$ cat config.mk
export PLATFORM = sky130hd
export DESIGN_NAME = noekeon_round_ctrl_flat
export DESIGN_NICKNAME = d
export VERILOG_FILES = /design/src/rtl/noekeon_pkg.sv /design/src/rtl/noekeon_round_ctrl_if.sv /design/src/rtl/noekeon_rcon_gen.sv /design/src/rtl/noekeon_round_ctrl.sv /design/src/flat_wrapper.sv
export SDC_FILE = /design/constraint.sdc
export NUM_CORES = 1
export LEC_CHECK = 0
export BUFFER_PORTS_ARGS = -buffer_cell sky130_fd_sc_hd__buf_4
export CAP_MARGIN = 5
export CORE_UTILIZATION = 55
export DETAILED_ROUTE_END_ITERATION = 10
export MAX_ROUTING_LAYER = met4
export PLACE_DENSITY = 0.83
export SLEW_MARGIN = 15
export SYNTH_ARGS = -nofsm -noshare
export SYNTH_HDL_FRONTEND = slang
export SYNTH_SLANG_ARGS = --single-unit
$ cat constraint.sdc
create_clock -name inClk -period 2.2 [get_ports inClk]
set_input_delay 0.11 -clock inClk [delete_from_list [all_inputs] [get_ports inClk]]
set_output_delay 0.11 -clock inClk [all_outputs]
set_load 0.01 [all_outputs]
$ cat src/rtl/noekeon_pkg.sv
// Shared types and constants for the Noekeon round controller.
// Round-constant values are the GF(2^8) sequence generated by x^8+x^4+x^3+x+1.
package noekeon_pkg;

  typedef enum logic [2:0] {
    ST_IDLE  = 3'd0,
    ST_LOAD  = 3'd1,
    ST_ROUND = 3'd2,
    ST_FINAL = 3'd3,
    ST_DONE  = 3'd4
  } state_e;

  localparam int          NOEKEON_ROUNDS = 16;
  localparam logic [7:0]  RCON_INIT      = 8'h80;
  localparam logic [7:0]  RCON_LAST      = 8'hD4;
  localparam logic [7:0]  RCON_POLY      = 8'h1B;
  localparam logic [7:0]  RCON_IPOLY     = 8'h8D;

endpackage

$ cat src/rtl/noekeon_round_ctrl_if.sv
// Control bus between the round controller and its client/datapath.
// Handshake: a block is accepted on a rising edge where inStart=1 and outReady=1;
// outDone pulses for exactly one cycle when the datapath result is valid.
interface noekeon_round_ctrl_if;
  logic       inStart;
  logic       inDecipher;
  logic       inAbort;
  logic       outReady;
  logic       outLoad;
  logic       outKeyDecipher;
  logic       outRoundEn;
  logic       outFinal;
  logic [7:0] outRcon;
  logic [4:0] outRound;
  logic       outDone;

  modport master (
    output inStart, inDecipher, inAbort,
    input  outReady, outLoad, outKeyDecipher, outRoundEn, outFinal,
           outRcon, outRound, outDone
  );

  modport slave (
    input  inStart, inDecipher, inAbort,
    output outReady, outLoad, outKeyDecipher, outRoundEn, outFinal,
           outRcon, outRound, outDone
  );
endinterface

$ cat src/rtl/noekeon_rcon_gen.sv
// Round-constant register: seeded with the first constant of the chosen
// direction, then stepped forward (xtime) or backward (inverse xtime).
module noekeon_rcon_gen
  import noekeon_pkg::*;
(
  input  logic       clk,
  input  logic       rst_n,
  input  logic       seed_en,
  input  logic       seed_dec,
  input  logic       step_en,
  input  logic       step_inv,
  output logic [7:0] rcon
);

  logic [7:0] rcon_q;
  logic [7:0] rcon_d;

  always_comb begin
    rcon_d = rcon_q;
    if (seed_en) begin
      rcon_d = seed_dec ? RCON_LAST : RCON_INIT;
    end else if (step_en) begin
      if (step_inv) begin
        rcon_d = {1'b0, rcon_q[7:1]} ^ (rcon_q[0] ? RCON_IPOLY : 8'h00);
      end else begin
        rcon_d = {rcon_q[6:0], 1'b0} ^ (rcon_q[7] ? RCON_POLY : 8'h00);
      end
    end
  end

  always_ff @(posedge clk) begin
    if (!rst_n) rcon_q <= 8'h00;
    else        rcon_q <= rcon_d;
  end

  assign rcon = rcon_q;

endmodule

$ cat src/rtl/noekeon_round_ctrl.sv
// Sequencer for an iterative Noekeon datapath: LOAD, 16 ROUND cycles, FINAL, DONE.
// Every output is decoded from registered state so nothing on the bus is input-combinational.
module noekeon_round_ctrl
  import noekeon_pkg::*;
#(
  parameter int ROUNDS = NOEKEON_ROUNDS
) (
  input  logic                 inClk,
  input  logic                 inRstN,
  noekeon_round_ctrl_if.slave  bus,
  output state_e               outState
);

  state_e     state_q, state_d;
  logic [3:0] cnt_q, cnt_d;
  logic       mode_q, mode_d;
  logic       seed_en;
  logic       step_en;
  logic [7:0] rcon;

  always_comb begin
    state_d = state_q;
    cnt_d   = cnt_q;
    mode_d  = mode_q;
    seed_en = 1'b0;
    step_en = 1'b0;
    unique case (state_q)
      ST_IDLE: begin
        if (bus.inStart) begin
          state_d = ST_LOAD;
          mode_d  = bus.inDecipher;
        end
      end
      ST_LOAD: begin
        seed_en = 1'b1;
        cnt_d   = 4'd0;
        state_d = ST_ROUND;
      end
      ST_ROUND: begin
        step_en = 1'b1;
        cnt_d   = cnt_q + 4'd1;
        if (cnt_q == 4'(ROUNDS - 1)) state_d = ST_FINAL;
      end
      ST_FINAL: state_d = ST_DONE;
      ST_DONE:  state_d = ST_IDLE;
      default:  state_d = ST_IDLE;
    endcase
    // Abort only cancels work in flight; DONE already returns to IDLE.
    if (bus.inAbort && (state_q inside {ST_LOAD, ST_ROUND, ST_FINAL})) begin
      state_d = ST_IDLE;
    end
  end

  always_ff @(posedge inClk) begin
    if (!inRstN) begin
      state_q <= ST_IDLE;
      cnt_q   <= 4'd0;
      mode_q  <= 1'b0;
    end else begin
      state_q <= state_d;
      cnt_q   <= cnt_d;
      mode_q  <= mode_d;
    end
  end

  noekeon_rcon_gen u_rcon (
    .clk      (inClk),
    .rst_n    (inRstN),
    .seed_en  (seed_en),
    .seed_dec (mode_q),
    .step_en  (step_en),
    .step_inv (mode_q),
    .rcon     (rcon)
  );

  assign bus.outReady       = (state_q == ST_IDLE);
  assign bus.outLoad        = (state_q == ST_LOAD);
  assign bus.outKeyDecipher = mode_q;
  assign bus.outRoundEn     = (state_q == ST_ROUND);
  assign bus.outFinal       = (state_q == ST_FINAL);
  assign bus.outDone        = (state_q == ST_DONE);
  assign bus.outRcon        = (state_q == ST_ROUND || state_q == ST_FINAL) ? rcon : 8'h00;
  assign bus.outRound       = (state_q == ST_ROUND) ? {1'b0, cnt_q} :
                              (state_q == ST_FINAL) ? 5'(ROUNDS) : 5'd0;
  assign outState           = state_q;

endmodule

$ cat src/flat_wrapper.sv
// flat-port wrapper written by rule: the top's interface ports become plain ports
module noekeon_round_ctrl_flat import noekeon_pkg::*;
#(
  parameter int ROUNDS = NOEKEON_ROUNDS
)
  (inClk, inRstN, outState, bus_inStart, bus_inDecipher, bus_inAbort, bus_outReady, bus_outLoad, bus_outKeyDecipher, bus_outRoundEn, bus_outFinal, bus_outRcon, bus_outRound, bus_outDone);
  noekeon_round_ctrl_if bus_i ();
  input  logic inClk;
  input  logic inRstN;
  output state_e outState;
  input wire logic [$bits(bus_i.inStart)-1:0] bus_inStart;
  input wire logic [$bits(bus_i.inDecipher)-1:0] bus_inDecipher;
  input wire logic [$bits(bus_i.inAbort)-1:0] bus_inAbort;
  output wire logic [$bits(bus_i.outReady)-1:0] bus_outReady;
  output wire logic [$bits(bus_i.outLoad)-1:0] bus_outLoad;
  output wire logic [$bits(bus_i.outKeyDecipher)-1:0] bus_outKeyDecipher;
  output wire logic [$bits(bus_i.outRoundEn)-1:0] bus_outRoundEn;
  output wire logic [$bits(bus_i.outFinal)-1:0] bus_outFinal;
  output wire logic [$bits(bus_i.outRcon)-1:0] bus_outRcon;
  output wire logic [$bits(bus_i.outRound)-1:0] bus_outRound;
  output wire logic [$bits(bus_i.outDone)-1:0] bus_outDone;
  assign bus_i.inStart = bus_inStart;
  assign bus_i.inDecipher = bus_inDecipher;
  assign bus_i.inAbort = bus_inAbort;
  assign bus_outReady = bus_i.outReady;
  assign bus_outLoad = bus_i.outLoad;
  assign bus_outKeyDecipher = bus_i.outKeyDecipher;
  assign bus_outRoundEn = bus_i.outRoundEn;
  assign bus_outFinal = bus_i.outFinal;
  assign bus_outRcon = bus_i.outRcon;
  assign bus_outRound = bus_i.outRound;
  assign bus_outDone = bus_i.outDone;
  noekeon_round_ctrl #(.ROUNDS(ROUNDS)) u_core (.inClk(inClk), .inRstN(inRstN), .bus(bus_i), .outState(outState));
endmodule
==> results of run 1 <==
==> path summary, 6_finish.rpt <==
path | slack [ns] | cells past startpoint | endpoint
max reg2reg | 0.45 | 4 | u_core.cnt_q[2]
max | 0.20 | 4 | bus_outRound[2]
min | 0.04 | 3 | u_core.bus.outKeyDecipher
min reg2reg | 0.51 | 2 | u_core.cnt_q[3]
==> cell families (layout without fill, tap and decap cells) <==
kind of cell / count (synthesis) / after routing
and+or+nand+nor: 51 / 51
AOI/OAI and AO/OA: 23 / 23
adders and majority gates: 1 / 1
buffers and inverters: 14 / 35
xor gates and xnor gates: 6 / 6
muxes: 5 / 5
DFF: 16 / 16
==> cell usage after synthesis, types with 2 or more instances <==
library cell	n
and2_1	14
a21oi_1	5
nand3_1	5
nor4b_1	2
dfxtp_1	16
xor2_1	5
mux2i_1	4
buf_2	7
o31ai_1	2
nor2_1	5
nand2b_1	4
o22ai_1	3
a31oi_1	2
nand4_1	2
inv_1	2
nand2_1	7
==> registers in the layout (all words and copies together), names as in the netlist <==
register and flops:
u_core.bus.outKeyDecipher 1, u_core.u_rcon.rcon 8, u_core.outState 3, u_core.cnt_q 4
==> critical path, stage by stage (launching register included) <==
cell and delay [ns]:
dfxtp_1 0.63, or3b_4 0.48, clkinv_2 0.20, and2_1 0.17, buf_4 0.12
==> through the flow <==
stage	setup WS [ns]	utilization	std cells	hold WS, ns	area (µm²)
after floorplan	0.784	-	116	0.257	1000
after CTS	0.199	0.710	162	0.0362	1210
after global placement	0.586	0.689	158	0.347	1180
final	0.196	0.710	162	0.0387	1210
after detailed placement	0.534	0.689	158	0.353	1180
after global routing	0.109	0.710	162	0.0378	1210
==> report_power, final <==
| part | internal, mW | switching [mW] | total [mW] |
|---|---|---|---|
| registers | 0.301 | 0.0220 | 0.323 |
| clock network | 0.101 | 0.101 | 0.202 |
| logic | 0.0469 | 0.0481 | 0.0950 |
| total | 0.449 | 0.171 | 0.619 |
==> metal layers <==
layer	global-route usage	share of wire	vias up
li1	-	-	455
met1	0.275	0.43	428
met2	0.447	0.53	17
met3	0.0367	0.024	5
met4	0.127	0.020	0
met5	-	0	-
==> final cells by class <==
cell class,instances,area share
Sequential cell,16,0.264
Clock buffer,4,0.0299
Inverter,5,0.0165
Multi-Input combinational cell,86,0.503
Timing Repair Buffer,26,0.161
Tap cell,25,0.0258
==> flow_summary.json, run 1 <==
{
  "fmax_mhz": 499,
  "final_common_cell": "buf_4",
  "async_flop_share": 0,
  "register_area_um2": 320,
  "setup_tns_ns": 0,
  "synth-adder-area-share": 0.0125,
  "yosys.area.top_type": "dfxtp_1",
  "chipWidth_um": 44.6,
  "post-route-period-util": 0.911,
  "die_h_um": 44.6,
  "hp-class": "in2reg",
  "io_pins": 27,
  "cts_made_buffers": 3,
  "rsz0062_at_grt": "false",
  "min_period_ns": 2.00,
  "cts_max_level": 1,
  "ir_worst_vdd_v": 0.000414,
  "grt_pass1_wl_um": 3510,
  "grt_pass1_vias": 827,
  "core_area_um2": 1710,
  "clock_sinks": 16,
  "ctsHoldBuffers": 0,
  "p_leak_nw": 0.543,
  "synth_mux_area_frac": 0.0513,
  "final_cell_mix": "26 x buf_4, 16 x dfxtp_1, 14 x and2_1",
  "rows": 15,
  "finalSetupViolations": 0,
  "route.detailed.drc": 0,
  "wire_per_inst_um": 13.8,
  "cap_violations": 0,
  "clk_pin_slew_ns": 0.10,
  "drtIter0Drc": 15,
  "skew_ns": 0.00545,
  "dieArea_um2": 1990,
  "synth_top_family_by_area": "simple AND/OR/NAND/NOR gates",
  "viasPerCell": 5.59,
  "final_layout_size_suffix_gt1_frac": 0.299,
  "tightest_slew_ns": 0.543,
  "cts_tree": "done",
  "pwr_density_cell_nw_per_um2": 511,
  "syn_area_per_cell_um2": 8.62,
  "crit_start": "u_core.outState[1]",
  "root_buffer": "clkbuf_4",
  "dp.final_hpwl_um": 1600,
  "relSlewSlack": 0.637,
  "synth_top_area_frac": 0.320,
  "ys_ff_latch": 16,
  "overflow": 0,
  "arrival_ns": 1.89,
  "p_total_mw": 0.619,
  "cp.required_ns": 2.09,
  "yosysWarnings": 0,
  "antenna_found_initial": 0,
  "clockBufferDepth": 2,
  "n_fill_cell": 152,
  "synth_compound_area_frac": 0.186,
  "postCtsSetupRepairBufs": 0,
  "initial_core_util": 0.585,
  "status": "completed",
  "grt_use_total": 0.254,
  "synthXorXnorAreaFrac": 0.0526,
  "cp_max_fo": 17,
  "hp-start": "bus_inDecipher",
  "multi_input_area_um2": 609,
  "rr_startpoint": "u_core.outState[1]",
  "synth_area_um2": 1000,
  "finalNetCount": 144,
  "synth_cell_types": 47,
  "synth-main-ff-cell": "dfxtp_1",
  "drt-total-wl_um": 2240,
  "antennaDiodeCount": 0,
  "synth_area_leaders": "dfxtp_1 32%, and2_1 8.8%, xor2_1 4.4%",
  "clk_latency_ns": 0.30,
  "synth_edf_count": 0,
  "syn_to_final_growth_pct": 21.3,
  "startpoint_type": "register",
  "grt_max_degree": 19,
  "synthCells": 116,
  "syn_nets": 122,
  "port_buffers": 26,
  "cp-end-kind": "output pin",
  "worstSetupPathType": "reg2out",
  "ctsResizeCount": 0,
  "yosys.area_share.simple": 0.307,
  "vias": 905,
  "ant_nets": 0,
  "finalHoldViolations": 0,
  "slew_viol_final": 0,
  "first_pass_iters": 4,
  "gp_congestion": 0.869,
  "ys_seq_area_frac": 0.320
}
(Power assumes the default switching activity.)
==> run 2, diff against run 1 <==
--- a/config.mk
+++ b/config.mk
@@ -8,10 +8,13 @@
 export BUFFER_PORTS_ARGS = -buffer_cell sky130_fd_sc_hd__buf_4
 export CAP_MARGIN = 5
 export CORE_UTILIZATION = 55
+export CTS_CLUSTER_SIZE = 10
 export DETAILED_ROUTE_END_ITERATION = 10
 export MAX_ROUTING_LAYER = met4
 export PLACE_DENSITY = 0.83
+export SKIP_LAST_GASP = 1
 export SLEW_MARGIN = 15
 export SYNTH_ARGS = -nofsm -noshare
 export SYNTH_HDL_FRONTEND = slang
+export SYNTH_HIERARCHICAL = 1
 export SYNTH_SLANG_ARGS = --single-unit
==> run 2 against run 1 <==
Against the previous run:
- die area up 2.8%
- first-iteration DRC count rose by 47%
- clock power fell by 22%
- synthesized cell count rose by 2.6%
- flip-flop and latch count unchanged
- utilization decreased by 0.093 points
- count of clock-buffer cells in the layout decreased by 1
- sequential share of layout area down 0.53 points
==> flow_summary.json, run 2 <==
{
  "r2r-end": "u_core/u_rcon/rcon[4]",
  "layout_setup_ws_ns": 0.154,
  "ys_ff_latch": 16,
  "root_buffer": "clkbuf_4",
  "overflow": 0,
  "status": "completed",
  "final_layout_size_suffix_gt1_frac": 0.259,
  "synth_top_area_frac": 0.311,
  "fin_hold_ws_ns": 0.0562,
  "finalHoldViolations": 0,
  "worst_path_most_repeated_cell": "buf_4",
  "clk_latency_ns": 0.28,
  "min_path_cells": 3,
  "initial_core_util": 0.589,
  "worstSetupPathType": "reg2out",
  "p_leak_nw": 0.515,
  "die_h_um": 45.2,
  "synth-main-ff-cell": "dfxtp_1",
  "cts_max_level": 1,
  "io_pins": 27,
  "antennaDiodeCount": 0,
  "cts_tree": "done",
  "yosys-top-cells-count": "16 x dfxtp_1, 15 x and2_1, 8 x nor2_1",
  "chipWidth_um": 45.2,
  "dp.final_hpwl_um": 1600,
  "async_flop_share": 0,
  "rsz0062_at_grt": "false",
  "grt_use_total": 0.260,
  "rr_startpoint": "u_core/outState[1]",
  "ys_seq_area_frac": 0.311,
  "critical_path.max_stage_delay_ns": 0.66,
  "largest_register_ffs": 8,
  "wire_per_inst_um": 13.5,
  "drt-total-wl_um": 2260,
  "hp-start": "bus_inDecipher",
  "syn_area_per_cell_um2": 8.64,
  "holdPathEnd": "u_core/bus.outKeyDecipher",
  "gp_congestion": 0.868,
  "grt_pass1_vias": 739,
  "grt_pass1_wl_um": 3620,
  "vias": 938,
  "first_pass_iters": 4,
  "crit_family": "flip-flops",
  "hp-class": "in2reg",
  "antenna_found_initial": 0,
  "synth_edf_count": 0,
  "path_cells": "nor3b_4 > buf_4 > and2_1 > buf_4",
  "syn_to_final_growth_pct": 20.3,
  "synth_most_common_cell": "dfxtp_1",
  "grt_max_degree": 18,
  "min_period_ns": 2.05,
  "synthCells": 119,
  "dieArea_um2": 2050,
  "slew_viol_final": 0,
  "final_common_cell": "buf_4",
  "pwr_density_cell_nw_per_um2": 456,
  "dp_slack_ns": 0.483,
  "synth_area_leaders": "dfxtp_1 31%, and2_1 9.1%, mux2i_1 3.9%",
  "route.detailed.drc": 0,
  "drtIter0Drc": 22,
  "cp_max_fo": 16,
  "synth_cell_types": 39,
  "fmax_mhz": 489,
  "final_cell_mix": "28 x buf_4, 16 x dfxtp_1, 15 x and2_1",
  "yosys.area.top_type": "dfxtp_1",
  "skew_ns": 0.00237,
  "synth_area_um2": 1030,
  "cap_violations": 0,
  "path_buf_inv": 2,
  "arrival_ns": 1.94,
  "r2r_cells": 4,
  "r2r_slack_ns": 0.45,
  "clk_pin_slew_ns": 0.10,
  "relSlewSlack": 0.599,
  "setup_tns_ns": 0,
  "finalNetCount": 151,
  "ant_nets": 0,
  "postCtsSetupRepairBufs": 0,
  "cp.required_ns": 2.09,
  "rows": 15,
  "yosysWarnings": 6,
  "slowest_stage": "dfxtp_1",
  "startpoint_type": "register",
  "ir_worst_vdd_v": 0.000503,
  "core_area_um2": 1750,
  "p_total_mw": 0.564,
  "clockBufferDepth": 2,
  "tightest_slew_ns": 0.600,
  "post-route-period-util": 0.930,
  "syn_nets": 125,
  "finalSetupViolations": 0,
  "final_util": 0.709,
  "port_buffers": 26,
  "clock_sinks": 16,
  "cts_made_buffers": 3,
  "viasPerCell": 5.58,
  "cp-end-kind": "output pin"
}
-- run 2: changes by cell type after synthesis, moves of 3 or more --
cell     before  now
xnor2_1       1    4
buf_4         0    5
xor2_1        5    2
o21ai_0       0    4
buf_2         7    1
nor2_1        5    8
a22o_1        0    4
inv_1         2    5
-- run 2: tightest hold or removal path: stages --
cell and delay [ns]:
buf_4 0.07, mux2i_1 0.05, nor2_1 0.07
-- run 2: logic make-up after synthesis --
kind of cell	after synthesis	synth area share
AO/OA/AOI/OAI	28	0.186
XOR/XNOR	6	0.0511
adder cells (fa/ha/maj)	1	0.0122
buffers and inverters	13	0.0815
flip-flops	16	0.311
multiplexers	4	0.0389
AND/OR/NAND/NOR	51	0.319
-- run 2: worst max path at each step --
| stage | cells past startpoint | slack (ns) | from | end |
|---|---|---|---|---|
| after floorplan | 5 | 0.19 | u_core/outState[2] | u_core/u_rcon/rcon[2] |
| after global placement | 4 | 0.54 | u_core/outState[1] | bus_outRound[2] |
| after detailed placement | 4 | 0.48 | u_core/outState[1] | u_core/u_rcon/rcon[4] |
| after CTS | 4 | 0.17 | u_core/outState[1] | bus_outRound[3] |
| after global routing | 4 | 0.005 | u_core/outState[1] | bus_outRound[0] |
| final | 4 | 0.15 | u_core/outState[1] | bus_outRound[3] |
-- run 2: area by class of cell --
class	count	area [µm²]
tap	25	31.3
timing repair buffer	29	220
sequential	16	320
inverter	5	18.8
fill	141	508
clock buffer	3	22.5
multi-input combinational	90	624
-- run 2: timing repair --
item                      in CTS  in global routing
resized for setup              0                  0
hold endpoints to repair       0                  2
hold buffers                   0                  1
-- run 2: power breakdown --
group          switching (mW)  leakage, nW  internal (mW)
Clock                  0.0943       0.0138         0.0636
Sequential             0.0234        0.130          0.298
Combinational          0.0391        0.371         0.0455
Total                   0.157        0.515          0.407
-- run 2: per-stage QoR --
step           instance area [µm²]  std cells
2_1_floorplan                 1030        119
3_3_place_gp                  1200        164
3_5_place_dp                  1200        164
4_1_cts                       1230        167
5_1_grt                       1240        168
6_report                      1240        168
-- run 2: metal layers --
metal  part of all wire  vias up  routed length [µm]  track usage
met5                  0        -                   0            -
li1                   -      469                   -            -
met3              0.055        6                 124       0.0480
met1               0.44      429                 999        0.350
met2               0.48       34                1080        0.362
met4              0.027        0                  61        0.145
